### config.mk
export PLATFORM = sky130hd
export DESIGN_NAME = riscv_bp_track_flat
export DESIGN_NICKNAME = d
export VERILOG_FILES = /design/src/rtl/riscv_bp_track_pkg.sv /design/src/rtl/riscv_bp_track_if.sv /design/src/rtl/riscv_bp_track_sat_cnt.sv /design/src/rtl/riscv_bp_track.sv /design/src/flat_wrapper.sv
export SDC_FILE = /design/constraint.sdc
export NUM_CORES = 1
export LEC_CHECK = 0
export CELL_PAD_IN_SITES_DETAIL_PLACEMENT = 0
export CELL_PAD_IN_SITES_GLOBAL_PLACEMENT = 1
export CORE_MARGIN = 2
export CORE_UTILIZATION = 36
export CTS_BUF_LIST = sky130_fd_sc_hd__clkbuf_8
export CTS_CLUSTER_SIZE = 8
export DETAILED_ROUTE_END_ITERATION = 8
export DONT_BUFFER_PORTS = 1
export MAX_ROUTING_LAYER = met4
export PLACE_DENSITY = 0.74
export SLEW_MARGIN = 20
export SYNTH_ARGS = -nofsm -noshare
export SYNTH_HDL_FRONTEND = slang
export SYNTH_SLANG_ARGS = --single-unit
### constraint.sdc
create_clock -name clk_i -period 2.53 [get_ports clk_i]
set_input_delay 0.253 -clock clk_i [delete_from_list [all_inputs] [get_ports clk_i]]
set_output_delay 0.253 -clock clk_i [all_outputs]
set_load 0.02 [all_outputs]
### src/rtl/riscv_bp_track_pkg.sv
// riscv_bp_track_pkg: shared types and constants for the branch-prediction
// tracking slice.
//   bp_pred_t - 2-bit correlating-predictor counter value.
//   BP_*      - counter states in the predictor's 00<->01<->11<->10 walk.
//               Bit 1 is the predicted direction (1 = taken).
package riscv_bp_track_pkg;

  typedef logic [1:0] bp_pred_t;

  localparam bp_pred_t BP_STRONG_NT = 2'b00;
  localparam bp_pred_t BP_WEAK_NT   = 2'b01;
  localparam bp_pred_t BP_WEAK_T    = 2'b11;
  localparam bp_pred_t BP_STRONG_T  = 2'b10;

  // Predicted direction carried by a counter value.
  function automatic logic bp_dir(bp_pred_t p);
    return p[1];
  endfunction

endpackage

### src/rtl/riscv_bp_track_if.sv
// riscv_bp_track_if: branch-unit resolution bus between the tracker and the
// branch unit / predictor write port.
//   ex_branch_i, ex_btaken_i  branch unit -> tracker (EX branch, outcome)
//   bu_bp_*_o, bu_mispredict_o tracker -> predictor update side
// slave  = tracker side, master = branch-unit side.
interface riscv_bp_track_if
  import riscv_bp_track_pkg::*;
#(
  parameter int BP_GLOBAL_BITS = 2
);
  logic                      ex_branch_i;
  logic                      ex_btaken_i;
  logic [BP_GLOBAL_BITS-1:0] bu_bp_history_o;
  bp_pred_t                  bu_bp_predict_o;
  logic                      bu_bp_btaken_o;
  logic                      bu_bp_update_o;
  logic                      bu_mispredict_o;

  modport slave (
    input  ex_branch_i, ex_btaken_i,
    output bu_bp_history_o, bu_bp_predict_o, bu_bp_btaken_o,
           bu_bp_update_o, bu_mispredict_o
  );

  modport master (
    output ex_branch_i, ex_btaken_i,
    input  bu_bp_history_o, bu_bp_predict_o, bu_bp_btaken_o,
           bu_bp_update_o, bu_mispredict_o
  );
endinterface

### src/rtl/riscv_bp_track_sat_cnt.sv
// riscv_sat_cnt: W-bit saturating event counter.
//   clk_i, rst_ni  clock, async active-low reset
//   clr_i          synchronous clear, wins over inc_i
//   inc_i          count one event; sticks at all-ones
//   cnt_o          current count
module riscv_sat_cnt #(
  parameter int W = 32
) (
  input  logic         clk_i,
  input  logic         rst_ni,
  input  logic         clr_i,
  input  logic         inc_i,
  output logic [W-1:0] cnt_o
);
  localparam logic [W-1:0] ONE = {{(W-1){1'b0}}, 1'b1};

  logic [W-1:0] cnt_q, cnt_d;

  always_comb begin
    cnt_d = cnt_q;
    if (clr_i)                 cnt_d = '0;
    else if (inc_i && !(&cnt_q)) cnt_d = cnt_q + ONE;
  end

  always_ff @(posedge clk_i or negedge rst_ni) begin
    if (!rst_ni) cnt_q <= '0;
    else         cnt_q <= cnt_d;
  end

  assign cnt_o = cnt_q;
endmodule

### src/rtl/riscv_bp_track.sv
// riscv_bp_track: carries predictor bits from the prediction RAM through ID
// and EX, keeps the global history register, drives the predictor update at
// branch resolution and counts branches / mispredicts.
//   clk_i, rst_ni          clock, async active-low reset
//   bp_bp_predict_i        predictor RAM output, aligned with the ID instruction
//   id_valid_i/id_stall_i  ID stage state
//   ex_stall_i             EX stage stall
//   pipe_flush_i           kill ID and EX contents
//   bu                     branch-unit resolution bus (slave side)
//   id_bp_predict_o        prediction of the instruction currently in ID
//   cnt_clr_i              clear both statistics counters
//   branch_cnt_o           resolved branches (saturating)
//   mispredict_cnt_o       mispredicted branches (saturating)
module riscv_bp_track
  import riscv_bp_track_pkg::*;
#(
  parameter int XLEN           = 32,
  parameter int HAS_BPU        = 0,
  parameter int BP_GLOBAL_BITS = 2,
  parameter int CNT_BITS       = 32
) (
  input  logic                clk_i,
  input  logic                rst_ni,
  input  bp_pred_t            bp_bp_predict_i,
  input  logic                id_valid_i,
  input  logic                id_stall_i,
  input  logic                ex_stall_i,
  input  logic                pipe_flush_i,
  riscv_bp_track_if.slave     bu,
  output bp_pred_t            id_bp_predict_o,
  input  logic                cnt_clr_i,
  output logic [CNT_BITS-1:0] branch_cnt_o,
  output logic [CNT_BITS-1:0] mispredict_cnt_o
);

  if (XLEN < 1 || BP_GLOBAL_BITS < 1) begin : g_bad_param
    $error("riscv_bp_track: XLEN and BP_GLOBAL_BITS must be >= 1");
  end

  localparam logic BPU_ON = (HAS_BPU != 0);

  bp_pred_t                  bp_in, id_out;
  bp_pred_t                  id_pred_q, id_pred_d, ex_pred_q, ex_pred_d;
  logic                      id_fresh_q;
  logic                      ex_valid_q, ex_valid_d;
  logic [BP_GLOBAL_BITS-1:0] ghr_q, ghr_d, ghr_shift;
  logic                      resolve, mispredict;

  // With the predictor absent every prediction reads as strongly not-taken.
  assign bp_in  = BPU_ON ? bp_bp_predict_i : BP_STRONG_NT;
  // The RAM output is only valid in the first ID cycle; afterwards the copy
  // latched from that cycle is used, so long ID stalls keep the right bits.
  assign id_out = id_fresh_q ? bp_in : id_pred_q;

  assign resolve    = ex_valid_q & bu.ex_branch_i & ~ex_stall_i;
  assign mispredict = resolve & (bp_dir(ex_pred_q) ^ bu.ex_btaken_i);

  if (BP_GLOBAL_BITS == 1) begin : g_ghr1
    assign ghr_shift = bu.ex_btaken_i;
  end else begin : g_ghrn
    assign ghr_shift = {ghr_q[BP_GLOBAL_BITS-2:0], bu.ex_btaken_i};
  end

  always_comb begin
    id_pred_d  = id_out;
    ex_valid_d = ex_valid_q;
    ex_pred_d  = ex_pred_q;
    ghr_d      = ghr_q;
    if (pipe_flush_i) begin
      id_pred_d  = BP_STRONG_NT;
      ex_valid_d = 1'b0;
      ex_pred_d  = BP_STRONG_NT;
    end else if (!ex_stall_i && id_stall_i) begin
      ex_valid_d = 1'b0;                // bubble into EX
    end else if (!ex_stall_i) begin
      ex_valid_d = id_valid_i;
      ex_pred_d  = id_out;
    end
    // History uses the pre-flush EX content; it is never rolled back.
    if (resolve && BPU_ON) ghr_d = ghr_shift;
  end

  always_ff @(posedge clk_i or negedge rst_ni) begin
    if (!rst_ni) begin
      id_pred_q  <= BP_STRONG_NT;
      id_fresh_q <= 1'b0;
      ex_valid_q <= 1'b0;
      ex_pred_q  <= BP_STRONG_NT;
      ghr_q      <= '0;
    end else begin
      id_pred_q  <= id_pred_d;
      id_fresh_q <= ~id_stall_i;
      ex_valid_q <= ex_valid_d;
      ex_pred_q  <= ex_pred_d;
      ghr_q      <= ghr_d;
    end
  end

  assign id_bp_predict_o    = id_out;
  assign bu.bu_bp_history_o = ghr_q;
  assign bu.bu_bp_predict_o = ex_pred_q;
  assign bu.bu_bp_btaken_o  = bu.ex_btaken_i;
  assign bu.bu_bp_update_o  = resolve & BPU_ON;
  assign bu.bu_mispredict_o = mispredict;

  riscv_sat_cnt #(.W(CNT_BITS)) u_branch_cnt (
    .clk_i (clk_i), .rst_ni (rst_ni), .clr_i (cnt_clr_i),
    .inc_i (resolve), .cnt_o (branch_cnt_o)
  );

  riscv_sat_cnt #(.W(CNT_BITS)) u_mispredict_cnt (
    .clk_i (clk_i), .rst_ni (rst_ni), .clr_i (cnt_clr_i),
    .inc_i (mispredict), .cnt_o (mispredict_cnt_o)
  );

endmodule

### src/flat_wrapper.sv
// flat-port wrapper written by rule: the top's interface ports become plain ports
module riscv_bp_track_flat import riscv_bp_track_pkg::*;
#(
  parameter int XLEN           = 32,
  parameter int HAS_BPU        = 0,
  parameter int BP_GLOBAL_BITS = 2,
  parameter int CNT_BITS       = 32
)
  (clk_i, rst_ni, bp_bp_predict_i, id_valid_i, id_stall_i, ex_stall_i, pipe_flush_i, id_bp_predict_o, cnt_clr_i, branch_cnt_o, mispredict_cnt_o, bu_ex_branch_i, bu_ex_btaken_i, bu_bu_bp_history_o, bu_bu_bp_predict_o, bu_bu_bp_btaken_o, bu_bu_bp_update_o, bu_bu_mispredict_o);
  riscv_bp_track_if #(.BP_GLOBAL_BITS(BP_GLOBAL_BITS)) bu_i ();
  input  logic clk_i;
  input  logic rst_ni;
  input  bp_pred_t bp_bp_predict_i;
  input  logic id_valid_i;
  input  logic id_stall_i;
  input  logic ex_stall_i;
  input  logic pipe_flush_i;
  output bp_pred_t id_bp_predict_o;
  input  logic cnt_clr_i;
  output logic [CNT_BITS-1:0] branch_cnt_o;
  output logic [CNT_BITS-1:0] mispredict_cnt_o;
  input wire logic [$bits(bu_i.ex_branch_i)-1:0] bu_ex_branch_i;
  input wire logic [$bits(bu_i.ex_btaken_i)-1:0] bu_ex_btaken_i;
  output wire logic [$bits(bu_i.bu_bp_history_o)-1:0] bu_bu_bp_history_o;
  output wire logic [$bits(bu_i.bu_bp_predict_o)-1:0] bu_bu_bp_predict_o;
  output wire logic [$bits(bu_i.bu_bp_btaken_o)-1:0] bu_bu_bp_btaken_o;
  output wire logic [$bits(bu_i.bu_bp_update_o)-1:0] bu_bu_bp_update_o;
  output wire logic [$bits(bu_i.bu_mispredict_o)-1:0] bu_bu_mispredict_o;
  assign bu_i.ex_branch_i = bu_ex_branch_i;
  assign bu_i.ex_btaken_i = bu_ex_btaken_i;
  assign bu_bu_bp_history_o = bu_i.bu_bp_history_o;
  assign bu_bu_bp_predict_o = bu_i.bu_bp_predict_o;
  assign bu_bu_bp_btaken_o = bu_i.bu_bp_btaken_o;
  assign bu_bu_bp_update_o = bu_i.bu_bp_update_o;
  assign bu_bu_mispredict_o = bu_i.bu_mispredict_o;
  riscv_bp_track #(.XLEN(XLEN), .HAS_BPU(HAS_BPU), .BP_GLOBAL_BITS(BP_GLOBAL_BITS), .CNT_BITS(CNT_BITS)) u_core (.clk_i(clk_i), .rst_ni(rst_ni), .bp_bp_predict_i(bp_bp_predict_i), .id_valid_i(id_valid_i), .id_stall_i(id_stall_i), .ex_stall_i(ex_stall_i), .pipe_flush_i(pipe_flush_i), .bu(bu_i), .id_bp_predict_o(id_bp_predict_o), .cnt_clr_i(cnt_clr_i), .branch_cnt_o(branch_cnt_o), .mispredict_cnt_o(mispredict_cnt_o));
endmodule
==> run_results.csv <==
group,metric,value,unit
place,portBuffers,0,
power,p_per_area,504,nW/um^2
global_routing,grt_pass1_wl,17000,um
timing,whs,0.0721,ns
timing,finalSetupViolations,0,
floorplanning,core_area,10700,um^2
floorplanning,io_pins,84,
setup_path,r2r_setup_slack,0.22,ns
floorplanning,dieWidth,109,um
clock_network,cts_buffers,9,
yosys,ys_seq_area_share,44.4,%
clock_network,hold_buffers,5,
run_status,status,"finished clean",
min_path,worstHoldPathCells,1,
clock_network,clk_pin_slew,0.08,ns
clock_network,cts_resized,0,
power,max-vdd-ir-drop,0.298,mV
floorplanning,die_h,109,um
setup_path,rr_endpoint,"u_core.u_branch_cnt.cnt_o[1]",
global_routing,grt_overflow,0,
timing,fmax,433,MHz
place,dpl_cell_area,4270,um^2
cells_and_area,nFillCells,1068,
routing,drt-total-wl,10200,um
clock_network,clockRootBuffer,"clkbuf_8",
setup_path,crit_fanout,15,
cells_and_area,finalNetCount,470,
timing,final.min_clock_period,2.31,ns
min_path,hp-start,"cnt_clr_i",
yosys,synth_area,3940,um^2
setup_path,arrival,2.54,ns
routing,wl_met3,624,um
timing,tns,0,ns
setup_path,r2r.worst_path.cells,7,
routing,avgRoutedWirePerCell,17.0,um
setup_path,required,2.76,ns
routing,dr.pass1.iters,5,
clock_network,numClockSinks,70,
clock_network,cts_tree,"built",
yosys,yosys.cell_types.count,51,
routing,first_iter_violations,201,
yosys,synthArstFlopShare,100,%
global_routing,antenna_found_initial,0,
flow_run,maxCapViolCount,0,
timing,rsz0062_at_grt,"no",
yosys,yosys_warnings,0,
timing,worstMarginPinSlew,0.546,ns
routing,wl_met1,4530,um
setup_path,crit_type,"flip-flop to flip-flop",
cells_and_area,final_area,4600,um^2
yosys,ys_ff_latch,70,
clock_network,clkLatencyLatePin,0.34,ns
floorplanning,start_util,36.7,%
routing,ant_nets,0,
routing,maxUsedRoutingLayer,"met4",
power,total_power,2320,uW
yosys,synth_cells,427,
cells_and_area,num_antenna_cells,0,
routing,wl_met2,5030,um
cells_and_area,drive_gt1_share,14.5,%
routing,via_per_inst,5.71,
timing,finalHoldViolations,0,
place,dp.final_hpwl,6910,um
global_routing,track_usage,18.8,%
floorplanning,die_area,11800,um^2
setup_path,endpoint_kind,"flip-flop",
setup_path,startpoint_type,"flip-flop",
global_routing,grt_pass1_vias,3385,
cells_and_area,syn2layout_area_growth,16.8,%
routing,drc,0,
min_path,hold_path.class,"input pin to flip-flop",
timing,slew_headroom,63.3,%
timing,fin_crit_sh,91.2,%
yosys,synth-main-ff-cell,"dfrtp_1",
place,gp_congestion,0.820,
timing,skew,0.0136,ns
timing,drv_slew,0,
yosys,synth-edff-count,0,
floorplanning,num_rows,38,
global_routing,grt_max_degree,71,
yosys,syn_avg_cell_area,9.23,um^2
clock_network,clock_path_buffers,2,
clock_network,htree_levels,3,
power,power.leakage,0.00176,uW
min_path,min_to,"u_core.u_branch_cnt.cnt_o[1]",
setup_path,r2r_start,"u_core.u_branch_cnt.cnt_o[0]",
clock_network,post_cts_buffers,0,
routing,vias,3436,
[kinds of logic after synthesis]
group / Yosys count / synth area share, %
compound gates: 108 / 17.4
fa+ha+maj: 2 / 0.635
simple gates: 194 / 28.6
buf+inv: 32 / 4.06
other cells: 1 / 0.0951
mux: 5 / 1.40
flops: 70 / 44.4
xor+xnor: 15 / 3.33
[cells in the final DEF, fill, tap and decap left out, types with 2 or more instances in the layout]
cell and count:
ha_1 2, mux2_1 3, bufinv_16 3, nor3_1 4
xor2_1 2, buf_16 2, a21oi_2 5, nand2_1 25
or3_1 27, nor2_1 28, or4_1 15, and2_1 4
a2111oi_0 2, a211oi_1 7, o31ai_1 15, conb_1 3
nor2b_1 9, and3_1 12, a21oi_1 40, nor4_1 5
buf_4 36, nand4_1 20, nor4_2 2, inv_1 9
clkbuf_8 10, nor3b_1 3, dfrtp_1 70, and4_1 11
dlygate4sd3_1 3, o21ai_0 11, nand3_1 23, o21ai_1 17
xnor2_1 13
[registers in the layout, indices dropped and copies added, names as in the netlist]
signal,cells
u_core.ex_valid_q,1
u_core.id_pred_q,2
u_core.bu.bu_bp_predict_o,2
u_core.u_mispredict_cnt.cnt_o,32
u_core.id_fresh_q,1
u_core.u_branch_cnt.cnt_o,32
[per-layer routing]
| layer | up-vias | track usage (%) |
|---|---|---|
| li1 | 1676 | - |
| met1 | 1678 | 22.8 |
| met2 | 80 | 31.1 |
| met3 | 2 | 4.96 |
| met4 | 0 | 5.49 |
| met5 | - | - |
[Yosys cell counts (3+ instances only)]
cell	n	area, um^2
a211oi_1	7	52.6
a21oi_1	40	200
a21oi_2	5	43.8
and2_1	4	25.0
and3_1	12	75.1
and4_1	11	96.3
buf_2	5	25.0
buf_4	7	52.6
clkbuf_1	11	41.3
dfrtp_1	70	1750
inv_1	8	30.0
mux2_1	3	33.8
nand2_1	25	93.8
nand3_1	23	115
nand4_1	20	125
nor2_1	28	105
nor2b_1	9	56.3
nor3_1	4	20.0
nor3b_1	3	22.5
nor4_1	5	31.3
o21ai_0	11	55.1
o21ai_1	17	85.1
o31ai_1	15	113
or3_1	27	169
or4_1	15	113
xnor2_1	13	114
[stage by stage]
step                      setup WS [ns]  instances  util, %
after floorplan                   0.370        429        -
after global placement            0.272        581     39.8
after detailed placement          0.242        581     39.8
after CTS                         0.210        602     42.9
after global routing             0.0712        602     42.9
final                             0.223        602     42.9
[area by class of cell]
class | instances | area [um^2] | area share (%)
clock buffers | 10 | 138 | 2.99
clock inverters | 6 | 110 | 2.39
well taps | 140 | 175 | 3.80
flip-flops and latches | 70 | 1750 | 38.0
repair buffers | 41 | 355 | 7.72
multi-input cells | 327 | 2040 | 44.4
inverters | 8 | 30.0 | 0.652
[power breakdown]
part           leakage (uW)  internal [uW]  total (uW)  switching, uW
logic              0.000658           17.6        68.5           50.9
clock network      0.000124            681        1130            451
registers          0.000976           1120        1120           1.04
total               0.00176           1820        2320            503
[how the worst max path moves through the flow]
stage,from,endpoint,slack (ns),depth (start not counted)
after global routing,u_core.u_branch_cnt.cnt_o[0],u_core.u_branch_cnt.cnt_o[1],0.07,7
final,u_core.u_branch_cnt.cnt_o[0],u_core.u_branch_cnt.cnt_o[1],0.22,7
after floorplan,u_core.u_branch_cnt.cnt_o[0],u_core.u_branch_cnt.cnt_o[5],0.37,9
after CTS,u_core.u_branch_cnt.cnt_o[0],u_core.u_branch_cnt.cnt_o[1],0.21,7
after global placement,u_core.u_branch_cnt.cnt_o[0],u_core.u_branch_cnt.cnt_o[1],0.27,7
after detailed placement,u_core.u_branch_cnt.cnt_o[0],u_core.u_branch_cnt.cnt_o[1],0.24,7
[critical path, cell delays in order (launching register included)]
cell,delay (ns)
dfrtp_1,0.37
ha_1,0.19
and4_1,0.30
nor3b_1,0.30
and4_1,0.54
buf_4,0.26
nor3b_1,0.06
o21ba_1,0.19
No activity file was read; power rests on OpenSTA's default activity.
